`config.mk`:
```
export PLATFORM = sky130hd
export DESIGN_NAME = surf_cmd_receiver
export DESIGN_NICKNAME = d
export VERILOG_FILES = /design/src/rtl/surf_cmd_pkg.sv /design/src/rtl/surf_cmd_errcnt.sv /design/src/rtl/surf_cmd_receiver.sv
export SDC_FILE = /design/constraint.sdc
export NUM_CORES = 1
export LEC_CHECK = 0
export CORE_MARGIN = 3
export CORE_UTILIZATION = 35
export DETAILED_ROUTE_END_ITERATION = 7
export HOLD_SLACK_MARGIN = 0.03
export PLACE_DENSITY = 0.57
export SLEW_MARGIN = 20
export SYNTH_ARGS = -nofsm -noshare
export SYNTH_HDL_FRONTEND = slang
export SYNTH_HIERARCHICAL = 1
export SYNTH_SLANG_ARGS = --single-unit
```
`constraint.sdc`:
```
create_clock -name clk_i -period 2.69 [get_ports clk_i]
set_input_delay 0.807 -clock clk_i [delete_from_list [all_inputs] [get_ports clk_i]]
set_output_delay 0.807 -clock clk_i [all_outputs]
set_load 0.01 [all_outputs]
```
`src/rtl/surf_cmd_pkg.sv`:
```
`default_nettype none
// ============================================================================
//  Module      : surf_cmd_pkg
//  Description : Shared types and constants for the SURF CMD-line receiver:
//                FSM state enum, start/stop bit values, frame length helper
//                and error-counter width.
//  Revision    : 1.0 - initial release
// ============================================================================
package surf_cmd_pkg;

    typedef enum logic [1:0] {
        WAIT_LOW = 2'd0,
        IDLE     = 2'd1,
        SHIFT    = 2'd2,
        STOP     = 2'd3
    } state_e;

    localparam logic START_BIT    = 1'b1;
    localparam logic STOP_BIT     = 1'b0;
    localparam int   ERRCNT_WIDTH = 16;

    // Start + buffer + evid + parity + stop
    function automatic int frame_len(input int buf_bits, input int evid_bits);
        return buf_bits + evid_bits + 3;
    endfunction

endpackage
`default_nettype wire

```
`src/rtl/surf_cmd_errcnt.sv`:
```
`default_nettype none
// ============================================================================
//  Module      : surf_cmd_errcnt
//  Description : Saturating error counter with synchronous clear. Clear has
//                priority over increment.
//  Revision    : 1.0 - initial release
// ============================================================================
module surf_cmd_errcnt
    import surf_cmd_pkg::*;
(
    input  logic                    clk_i,
    input  logic                    rst_i,
    input  logic                    clr_i,
    input  logic                    inc_i,
    output logic [ERRCNT_WIDTH-1:0] count_o
);

    logic [ERRCNT_WIDTH-1:0] count_q;
    logic [ERRCNT_WIDTH-1:0] count_d;

    // Next count: clear wins, otherwise increment until all-ones
    always_comb begin
        count_d = count_q;
        if (clr_i) begin
            count_d = '0;
        end else if (inc_i && (count_q != '1)) begin
            count_d = count_q + 1'b1;
        end
    end

    // Count register
    always_ff @(posedge clk_i) begin
        if (rst_i) begin
            count_q <= '0;
        end else begin
            count_q <= count_d;
        end
    end

    assign count_o = count_q;

endmodule
`default_nettype wire

```
`src/rtl/surf_cmd_receiver.sv`:
```
`default_nettype none
// ============================================================================
//  Module      : surf_cmd_receiver
//  Description : Deserializes framed TURF CMD commands (start, buffer, evid,
//                even parity, stop), flags framing/parity/overrun events and
//                presents buffer/evid through a valid/ack handshake.
//                Optional error counter enabled by SURF_CMD_ERRCNT_EN.
//  Revision    : 1.0 - initial release
// ============================================================================
module surf_cmd_receiver
    import surf_cmd_pkg::*;
#(
    parameter int BUF_BITS  = 2,
    parameter int EVID_BITS = 32
) (
    input  logic                    clk_i,
    input  logic                    rst_i,
    input  logic                    cmd_i,
    input  logic                    ack_i,
    input  logic                    cnt_clr_i,
    output logic                    valid_o,
    output logic [BUF_BITS-1:0]     buffer_o,
    output logic [EVID_BITS-1:0]    evid_o,
    output logic                    perr_o,
    output logic                    ferr_o,
    output logic                    overrun_o,
    output logic [ERRCNT_WIDTH-1:0] err_count_o
);

    // Bits shifted in SHIFT: buffer, evid and parity
    localparam int         C_SHIFT_W  = frame_len(BUF_BITS, EVID_BITS) - 2;
    localparam logic [5:0] C_LAST_BIT = 6'(C_SHIFT_W - 1);

    logic                 cmd_q;
    // Low after reset: the reset value of cmd_q is not a real line sample,
    // so WAIT_LOW must not treat it as the low it is waiting for.
    logic                 sample_ok_q;
    state_e               state_q,   state_d;
    logic [5:0]           bit_cnt_q, bit_cnt_d;
    logic                 par_q,     par_d;
    logic [C_SHIFT_W-1:0] shreg_q,   shreg_d;
    logic                 valid_q,   valid_d;
    logic [BUF_BITS-1:0]  buffer_q,  buffer_d;
    logic [EVID_BITS-1:0] evid_q,    evid_d;
    logic                 perr_q,    perr_d;
    logic                 ferr_q,    ferr_d;
    logic                 overrun_q, overrun_d;

    // Frame FSM, shifter, parity accumulator and output handshake
    always_comb begin
        state_d   = state_q;
        bit_cnt_d = bit_cnt_q;
        par_d     = par_q;
        shreg_d   = shreg_q;
        valid_d   = valid_q;
        buffer_d  = buffer_q;
        evid_d    = evid_q;
        perr_d    = 1'b0;
        ferr_d    = 1'b0;
        overrun_d = 1'b0;

        if (ack_i && valid_q) begin
            valid_d = 1'b0;
        end

        case (state_q)
            WAIT_LOW: begin
                if (sample_ok_q && (cmd_q == 1'b0)) begin
                    state_d = IDLE;
                end
            end
            IDLE: begin
                if (cmd_q == START_BIT) begin
                    state_d   = SHIFT;
                    bit_cnt_d = '0;
                    par_d     = 1'b0;
                end
            end
            SHIFT: begin
                shreg_d = {shreg_q[C_SHIFT_W-2:0], cmd_q};
                par_d   = par_q ^ cmd_q;
                if (bit_cnt_q == C_LAST_BIT) begin
                    state_d = STOP;
                end else begin
                    bit_cnt_d = bit_cnt_q + 6'd1;
                end
            end
            STOP: begin
                if (cmd_q == STOP_BIT) begin
                    state_d = IDLE;
                    if (par_q != 1'b0) begin
                        perr_d = 1'b1;
                    end else if (!valid_q || ack_i) begin
                        valid_d  = 1'b1;
                        buffer_d = shreg_q[C_SHIFT_W-1 -: BUF_BITS];
                        evid_d   = shreg_q[EVID_BITS:1];
                    end else begin
                        overrun_d = 1'b1;
                    end
                end else begin
                    ferr_d  = 1'b1;
                    state_d = WAIT_LOW;
                end
            end
            default: state_d = WAIT_LOW;
        endcase
    end

    // State and output registers
    always_ff @(posedge clk_i) begin
        if (rst_i) begin
            cmd_q       <= 1'b0;
            sample_ok_q <= 1'b0;
            state_q     <= WAIT_LOW;
            bit_cnt_q   <= '0;
            par_q       <= 1'b0;
            shreg_q     <= '0;
            valid_q     <= 1'b0;
            buffer_q    <= '0;
            evid_q      <= '0;
            perr_q      <= 1'b0;
            ferr_q      <= 1'b0;
            overrun_q   <= 1'b0;
        end else begin
            cmd_q       <= cmd_i;
            sample_ok_q <= 1'b1;
            state_q     <= state_d;
            bit_cnt_q   <= bit_cnt_d;
            par_q       <= par_d;
            shreg_q     <= shreg_d;
            valid_q     <= valid_d;
            buffer_q    <= buffer_d;
            evid_q      <= evid_d;
            perr_q      <= perr_d;
            ferr_q      <= ferr_d;
            overrun_q   <= overrun_d;
        end
    end

    assign valid_o   = valid_q;
    assign buffer_o  = buffer_q;
    assign evid_o    = evid_q;
    assign perr_o    = perr_q;
    assign ferr_o    = ferr_q;
    assign overrun_o = overrun_q;

`ifdef SURF_CMD_ERRCNT_EN
    // Increment on the same cycle the error pulse registers, so the count
    // and the pulse become visible together.
    surf_cmd_errcnt u_errcnt (
        .clk_i   (clk_i),
        .rst_i   (rst_i),
        .clr_i   (cnt_clr_i),
        .inc_i   (perr_d | ferr_d),
        .count_o (err_count_o)
    );
`else
    logic unused_cnt_clr;
    assign unused_cnt_clr = cnt_clr_i;
    assign err_count_o    = '0;
`endif

endmodule
`default_nettype wire

```
==> results.yml <==
status:
  status: "complete, no violations"
clock_network:
  cts_tree: "built"
  htree_levels: 3
  cts-root-buf: "clkbuf_8"
  post-cts-setup-buffers: 0
  insertion_delay_ps: 350
  clkSlewWorstSetupHoldPaths_ps: 80
  ctsHoldBuffers: 0
  cts_resized: 0
  clock-sinks: 84
  cts_buffer_depth: 2
  numCtsBuffers: 9
floorplan:
  dieWidth_um: 103
  core_um2: 8930
  rows: 34
  die_h_um: 103
  design.die.area_um2: 10700
  io-pin-count: 59
  initial_core_util_pct: 37.0
cells_and_area:
  areaGrowthSynthToFinish_pct: 21.0
  drive_gt1_share_pct: 6.55
  nNetsFinal: 420
  num_antenna_cells: 0
  fillers: 889
sta:
  max_slew_margin_pct: 55.2
  setup_violations: 0
  worst_slew_pin_slew_ps: 671
  setup-tns-final_ps: 0
  rsz0062_at_grt: "false"
  min_period_ps: 2060
  fin_ws_ps: 632
  post-route-period-util_pct: 76.5
  clock.fmax_ghz: 0.486
  slew_viol_final: 0
  finalHoldViolCount: 0
  fin_skew_ps: 8.45
logic_synthesis:
  synth_top_area_cell: "dfxtp_1"
  synthCells: 372
  synthTopCellsByArea: "dfxtp_1 (51%), mux2i_1 (11%), nand2_1 (8.5%)"
  async_reset_ff_share_pct: 0
  yosys_warnings: 6
  synth-seq-cells: 84
  yosysMostFrequentCell: "dfxtp_1"
  synth_ff_type: "dfxtp_1"
  synth_commonest_cells: "dfxtp_1 (84), nand2_1 (75), a21oi_1 (42), nor2_1 (41), mux2i_1 (37)"
  syn_avg_cell_area_um2: 8.89
  synth_edf_count: 0
  syn-cell-area_um2: 3310
  synth_cell_types: 34
  synthDominantCellAreaShare_pct: 50.9
  ys_seq_area_share_pct: 50.9
critical_path:
  arrival_ps: 1250
  reg2reg_depth: 6
  crit_required_ps: 1880
  max_stage_delay_ps: 560
  path_class: "flop to primary output"
  crit_family: "buffers and inverters"
  r2r_setup_slack_ps: 780
  path_cells: "clkdlybuf4s50_1"
  crit_slowest_cell: "clkdlybuf4s50_1"
  critical_path.n_buffers_inverters: 1
  reg2reg_from: "bit_cnt_q[0]$_SDFFE_PP0P_"
  r2r-end: "state_q[1]$_SDFFE_PP0P_"
  startpoint_type: "flop"
  endpoint_kind: "primary output"
  worstPathMaxFanout: 2
routing:
  via_per_inst: 4.73
  wire_per_inst_um: 12.1
  route.vias.total: 2459
  dr.pass1.iters: 4
  drcViolationCount: 0
  routed_wl_mm: 6.31
  ant_nets: 0
  drtIter0Drc: 75
hold_path:
  hold_depth: 2
  min_to: "evid_o[15]$_SDFFE_PP0P_"
  hold_path_startpoint: "evid_o[15]$_SDFFE_PP0P_"
  hold_path.class: "flop to flop"
pwr:
  ir_drop_v: 0.000291
  p_leak_nw: 1.39
  p_per_area_nw_per_um2: 721
place:
  pre_cts_ws_ps: 491
  routabilityCongestion: 0.759
  dp_hpwl_mm: 4.10
  io_buffer_count: 41
global_route:
  grt_pass1_vias: 2366
  grt_antenna_before_repair: 0
  globalRouteOverflowTotal: 0
  grt_pass1_wl_mm: 10.8
  grt_max_degree: 58
  grt_usage_pct: 12.7
job:
  maxCapViolCount: 0
## power breakdown
group,internal (mW),switching [mW],leakage (nW)
registers,1.27,0.0309,0.677
clock network,0.575,0.448,0.116
logic,0.222,0.338,0.595
## layer usage
layer	track usage [%]	wire length [um]	vias up
met2	18.9	2820	46
met4	7.67	152	0
met1	16.7	3060	1132
li1	-	-	1267
met3	2.95	272	14
met5	0	0	-
## cells in the final DEF (no fill, tap or decap), types with 3 or more instances in the layout
cell             instances
dfxtp_1                 84
nand2_1                 75
a21oi_1                 42
nor2_1                  41
clkdlybuf4s50_1         40
mux2i_1                 37
conb_1                  16
clkbuf_8                11
inv_1                   10
ha_1                     7
nand3_1                  5
nor3_1                   3
o21ai_1                  3
a211oi_1                 3
buf_4                    3
## cell families after synthesis
kind of cell	Yosys count	synth area share, %
buffers and inverters	48	7.30
other	1	0.113
adders and majority gates	8	3.03
AOI/OAI and AO/OA	57	10.1
DFF	84	50.9
and+or+nand+nor	137	17.4
muxes	37	11.2
## tightest hold or removal path, delay by kind of cell, from the launching register on
kind | cells | cell delay, ps
compound gates | 1 | 50
flops | 1 | 310
simple gates | 1 | 50
## state kept, by name, summed over array words and instances, names as in the netlist
| register | count |
|---|---|
| cmd_q | 1 |
| evid_o | 32 |
| state_q | 2 |
| bit_cnt_q | 6 |
| perr_o | 1 |
| sample_ok_q | 1 |
| par_q | 1 |
| valid_o | 1 |
| shreg_q | 35 |
| buffer_o | 2 |
| overrun_o | 1 |
| ferr_o | 1 |
## layout make-up
cell class	instances	area [um2]	area share [%]
sequential	84	1680	42.0
timing repair buffer	46	468	11.7
inverter	11	41.3	1.03
clock inverter	5	81.3	2.03
tap	108	135	3.38
clock buffer	11	151	3.78
multi-input combinational	255	1440	36.1
## per-stage QoR
step / power, mW / area (um2) / std cells / utilization [%] / hold WS, ps
5_1_grt: 3.02 / 4000 / 520 / 44.8 / 475
2_1_floorplan: 1.80 / 3360 / 387 / - / 431
3_5_place_dp: 1.89 / 3770 / 504 / 42.2 / 446
4_1_cts: 2.92 / 4000 / 520 / 44.8 / 459
6_report: 2.88 / 4000 / 520 / 44.8 / 456
3_3_place_gp: 1.89 / 3770 / 504 / 42.2 / 444
## how the worst max path moves through the flow
stage	slack, ps	cells after the start	start	to
after CTS	600	1	evid_o[28]$_SDFFE_PP0P_	evid_o[28]
after global placement	480	6	ack_i	evid_o[23]$_SDFFE_PP0P_
after detailed placement	490	6	ack_i	evid_o[26]$_SDFFE_PP0P_
after floorplan	870	6	ack_i	evid_o[23]$_SDFFE_PP0P_
after global routing	580	1	evid_o[29]$_SDFFE_PP0P_	evid_o[29]
final	630	1	evid_o[28]$_SDFFE_PP0P_	evid_o[28]
(Power assumes the default switching activity.)
